[config.mk]
export PLATFORM = sky130hd
export DESIGN_NAME = pipe_reg_chain
export DESIGN_NICKNAME = d
export VERILOG_FILES = /design/src/rtl/pipe_reg_chain.sv
export SDC_FILE = /design/constraint.sdc
export NUM_CORES = 1
export LEC_CHECK = 0
export BUFFER_PORTS_ARGS = -buffer_cell sky130_fd_sc_hd__buf_2
export CAP_MARGIN = 20
export CORE_MARGIN = 2
export CORE_UTILIZATION = 52
export CTS_BUF_LIST = sky130_fd_sc_hd__clkbuf_4 sky130_fd_sc_hd__clkbuf_8 sky130_fd_sc_hd__clkbuf_16
export CTS_CLUSTER_DIAMETER = 200
export DETAILED_ROUTE_END_ITERATION = 8
export PLACE_DENSITY = 0.76
export SLEW_MARGIN = 5
export SYNTH_ARGS = -nofsm -noshare
export SYNTH_HDL_FRONTEND = slang
export SYNTH_SLANG_ARGS = --single-unit
[constraint.sdc]
create_clock -name clk -period 1.5 [get_ports clk]
set_input_delay 0.15 -clock clk [delete_from_list [all_inputs] [get_ports clk]]
set_output_delay 0.15 -clock clk [all_outputs]
set_load 0.01 [all_outputs]
[src/rtl/pipe_reg_chain.sv]
// pipe_reg_chain
//   Multi-stage pipeline register: WIDTH bits x DEPTH stages with a
//   valid/ready handshake. Empty stages are filled even while the output is
//   stalled, so bubbles collapse. The chain runs at one word per cycle when
//   the output is accepted every cycle.
//
//   Ports
//     clk        rising-edge clock
//     clr        synchronous active-high reset: clears valids, loads RESET_VAL
//     flush      synchronous invalidate of all stages (data held)
//     in_valid   upstream offers in_data
//     in_data    upstream data word
//     in_ready   stage 0 can take a word this cycle
//     out_valid  last stage holds a valid word (registered)
//     out_data   last-stage data register (registered)
//     out_ready  downstream takes the word this cycle
//     occupancy  number of valid stages (registered)
module pipe_reg_chain #(
    parameter int              WIDTH     = 8,
    parameter int              DEPTH     = 3,
    parameter logic [WIDTH-1:0] RESET_VAL = {WIDTH{1'b0}}
) (
    input  logic                       clk,
    input  logic                       clr,
    input  logic                       flush,
    input  logic                       in_valid,
    input  logic [WIDTH-1:0]           in_data,
    output logic                       in_ready,
    output logic                       out_valid,
    output logic [WIDTH-1:0]           out_data,
    input  logic                       out_ready,
    output logic [$clog2(DEPTH+1)-1:0] occupancy
);

    localparam int OCC_W = $clog2(DEPTH + 1);

    // A zero-stage chain has no meaning; refuse to elaborate it.
    if (DEPTH < 1) begin : g_bad_depth
        $error("pipe_reg_chain: DEPTH must be at least 1");
    end

    logic [DEPTH-1:0] valid_r;
    logic [WIDTH-1:0] data_r [DEPTH];
    logic [OCC_W-1:0] occ_r;

    logic [DEPTH-1:0] adv_s;
    logic [DEPTH-1:0] load_s;
    logic [WIDTH-1:0] src_s  [DEPTH];
    logic             in_ready_s;
    logic             accept_s;
    logic             pop_s;

    // Advance chain, evaluated from the output back toward stage 0: a stage
    // may move on when the next stage is empty or is itself moving on.
    always_comb begin
        adv_s            = {DEPTH{1'b0}};
        adv_s[DEPTH-1]   = valid_r[DEPTH-1] & out_ready;
        for (int i = DEPTH - 2; i >= 0; i--) begin
            adv_s[i] = valid_r[i] & (~valid_r[i+1] | adv_s[i+1]);
        end
    end

    // Handshake: input is refused during clr or flush so a word offered then
    // is dropped rather than half-loaded.
    always_comb begin
        in_ready_s = ~flush & ~clr & (~valid_r[0] | adv_s[0]);
        accept_s   = in_valid & in_ready_s;
        pop_s      = valid_r[DEPTH-1] & out_ready;
    end

    // Per-stage load enable and load source (stage 0 loads from the input,
    // every other stage from its predecessor).
    always_comb begin
        load_s    = {DEPTH{1'b0}};
        load_s[0] = accept_s;
        src_s[0]  = in_data;
        for (int i = 1; i < DEPTH; i++) begin
            load_s[i] = adv_s[i-1];
            src_s[i]  = data_r[i-1];
        end
    end

    // Valid bits: a load sets the stage, a departure with no refill clears it.
    always_ff @(posedge clk) begin
        if (clr) begin
            valid_r <= {DEPTH{1'b0}};
        end else if (flush) begin
            valid_r <= {DEPTH{1'b0}};
        end else begin
            for (int i = 0; i < DEPTH; i++) begin
                if (load_s[i]) begin
                    valid_r[i] <= 1'b1;
                end else if (adv_s[i]) begin
                    valid_r[i] <= 1'b0;
                end else begin
                    valid_r[i] <= valid_r[i];
                end
            end
        end
    end

    // Data registers: only loaded on a real transfer, otherwise they keep their
    // last value, including through a flush.
    always_ff @(posedge clk) begin
        if (clr) begin
            for (int i = 0; i < DEPTH; i++) begin
                data_r[i] <= RESET_VAL;
            end
        end else if (flush) begin
            for (int i = 0; i < DEPTH; i++) begin
                data_r[i] <= data_r[i];
            end
        end else begin
            for (int i = 0; i < DEPTH; i++) begin
                if (load_s[i]) begin
                    data_r[i] <= src_s[i];
                end else begin
                    data_r[i] <= data_r[i];
                end
            end
        end
    end

    // Occupancy counter: +1 per accepted word, -1 per word taken downstream.
    always_ff @(posedge clk) begin
        if (clr) begin
            occ_r <= {OCC_W{1'b0}};
        end else if (flush) begin
            occ_r <= {OCC_W{1'b0}};
        end else begin
            occ_r <= occ_r + OCC_W'(accept_s) - OCC_W'(pop_s);
        end
    end

    assign in_ready  = in_ready_s;
    assign out_valid = valid_r[DEPTH-1];
    assign out_data  = data_r[DEPTH-1];
    assign occupancy = occ_r;

endmodule

==> metrics <==
placed insts=129; Crit Path Category=flip-flop to flip-flop; Area Growth Syn to Fin=16.2%; sequential area share after synthesis=0.681; register area=825 um^2; initial antenna violation count=0; Final Net Count=123; wire per inst=10.4 um; clk_lat worst skew=300 ps; XOR/XNOR share of the synthesized area=0.0187; Post-DP Area=1340 um^2; Synth Area in Compound Gates=0.0405; Starting DRT DRC Count=4; largest net degree at the start of global routing=29; CP Data Arrival Time=1660 ps; worst min path class=input port to flip-flop; setup repair after global routing missed its margin=true; Worst Slack Setup Final=67.4 ps; hold buffers post-CTS=0; number of synthesis warnings=0; Max clock buf depth=2; CP most frequent cell=ha_1; ratio of cells with drive above 1 in the final layout=0.459; Synth Area in Adders=0.0208; CP required=1730 ps; FF+latch count, synth=29; Final Hold Vio Count=0; most frequent cells in the layout=edfxtp_1 (24), buf_2 (24), and2_1 (16), and2_4 (10), clkbuf_4 (8); CP top delay family=adder cells; Starting Density=0.550; Die X=52.1 um; Worst setup EP type=flip-flop; vias in the first global route=574; Internal=1210 uW; Pre-antenna DRT Iters=2; mux share of post-synthesis cell area=0; ANT cells=0; slowest stage cell, crit path=dfxtp_2; Sequential Power Share=0.619; VDD IR max=0.655 mV; die height=52.1 um; setup violators final=0; WL final=1.43 mm; final worst path period need=1430 ps; Final Max Tran Viols=0; Worst-Margin Slew=219 ps; CTS Buf Count=5; vias=653; CP bufs+invs=1; syn_nets=94; Slew HR=0.854; IO Count=25; Synth cell types=20; fin crit share=0.955; clock sinks=29; first-pass GRT wire length=2.29 mm; die area=2720 um^2; clk_skew=4.33 ps; # Post-CTS Setup Buffers=0; main combinational cell family by area after synthesis=simple AND/OR/NAND/NOR gates; clock power share=0.312; Non-Filler Instances=137; Cell Rows=17; Pleak=0.000598 uW; crit path cell chain=nand4b_1, nand3_1, ha_1, inv_1, ha_1, xnor3_1, nor3_1; GRT Total Usage=0.122; PwrDens=1070 nW/um^2; Via-to-Cell Ratio=4.77; slowest stage delay, CP=350 ps; CTS tree=done; Residual DRC=0; CTS root buffer=clkbuf_4; pre-CTS WS=~22 ps; NetSw=289 uW; core area=around 2200 um^2; gp weighted congestion=0.736; MaxCap Viol Count=0; Mapped Area=1200 um^2; area of the multi-input gates=338 um^2; CTS clk-pin slew, worst paths=80 ps; Post-Synth Simple-Gate Area=0.200; PortBufs=24; cell count after synthesis=79; H-tree Lvls=2; status=finished clean; Max Clock Freq=698 MHz; Final ANT Viol Nets=0; syn avg cell area=around 15 um^2; Sw Ratio=0.193; Worst setup SP type=flip-flop; fillers=173; CP Max Fanout=6; design area=1400 um^2; Comb power frac=0.068; GRT overflow=0
registers in the layout, indices dropped and copies added (netlist names):
name       count
data_r        24
valid_r        3
occupancy      2
final cells by class:
cell class / count / area share
sequential: 29 / 0.589
timing repair buffer: 25 / 0.0912
clock buffer: 8 / 0.0429
multi-input combinational: 43 / 0.241
tap: 28 / 0.0250
inverter: 4 / 0.0107
worst register-to-register path: cells and delay by family (launching register included):
kind / cells / cell delay, ps
fa+ha+maj: 2 / 430
buf+inv: 1 / 50
flops: 1 / 350
simple gates: 3 / 330
xor+xnor: 1 / 200
cells by family after synthesis:
logic type,count (synthesis)
AOI/OAI and AO/OA,6
buffers and inverters,7
and+or+nand+nor,34
DFF,29
xor gates and xnor gates,1
adders and majority gates,2
final timing paths:
check	start	to	slack (ps)	depth (start not counted)
worst max-delay path	valid_r[2]	occupancy[1]	70	7
worst min-delay path	flush	occupancy[1]	60	2
worst max register to register	valid_r[2]	occupancy[1]	70	7
worst min register to register	valid_r[0]	valid_r[1]	500	2
per-stage QoR:
| step | hold WS, ps | TNS, ps | util | power, uW |
|---|---|---|---|---|
| CTS | 44.4 | 0 | 0.637 | 1520 |
| global placement | 371 | 0 | 0.610 | 1050 |
| floorplan | 227 | 0 | - | 1020 |
| detailed placement | 379 | 0 | 0.610 | 1050 |
| finish | 60.5 | 0 | 0.639 | 1500 |
| global route | 46.2 | -77.3 | 0.639 | 1570 |
synth_stat cells:
library cell	instances	area [um^2]
edfxtp_1	24	721
buf_6	1	11.3
and2_4	10	87.6
nor3_1	2	10.0
dfxtp_1	5	100
ha_1	2	25.0
a31o_2	3	26.3
xnor3_1	1	22.5
and4b_1	1	10.0
buf_8	1	15.0
a21boi_0	2	15.0
buf_2	1	5.00
o21a_1	1	7.51
nand3_1	1	5.00
inv_1	4	15.0
nand2b_1	1	6.26
nand4b_1	1	8.76
nand3b_1	1	7.51
nor2_2	1	6.26
and2_1	16	100
power by group through the flow:
stage	clock network, uW	logic (uW)	registers, uW
final	469	103	930
after global routing	521	115	934
after CTS	485	104	931
after detailed placement	0	104	950
after global placement	0	101	947
after floorplan	0	62.8	954
routing by layer:
metal  vias to the layer above  track usage  share of wire
met4                         0       0.0769              0
met3                         0       0.0517          0.067
met5                         -            0              0
met2                        20        0.198           0.53
met1                       298        0.131           0.40
li1                        335            -              -
repair_timing:
item / in CTS / in global routing
setup endpoints to repair: 0 / 1
endpoints found under the hold margin: 0 / 0
resized for setup: 0 / 3
Power figures use the tool's default switching activity.
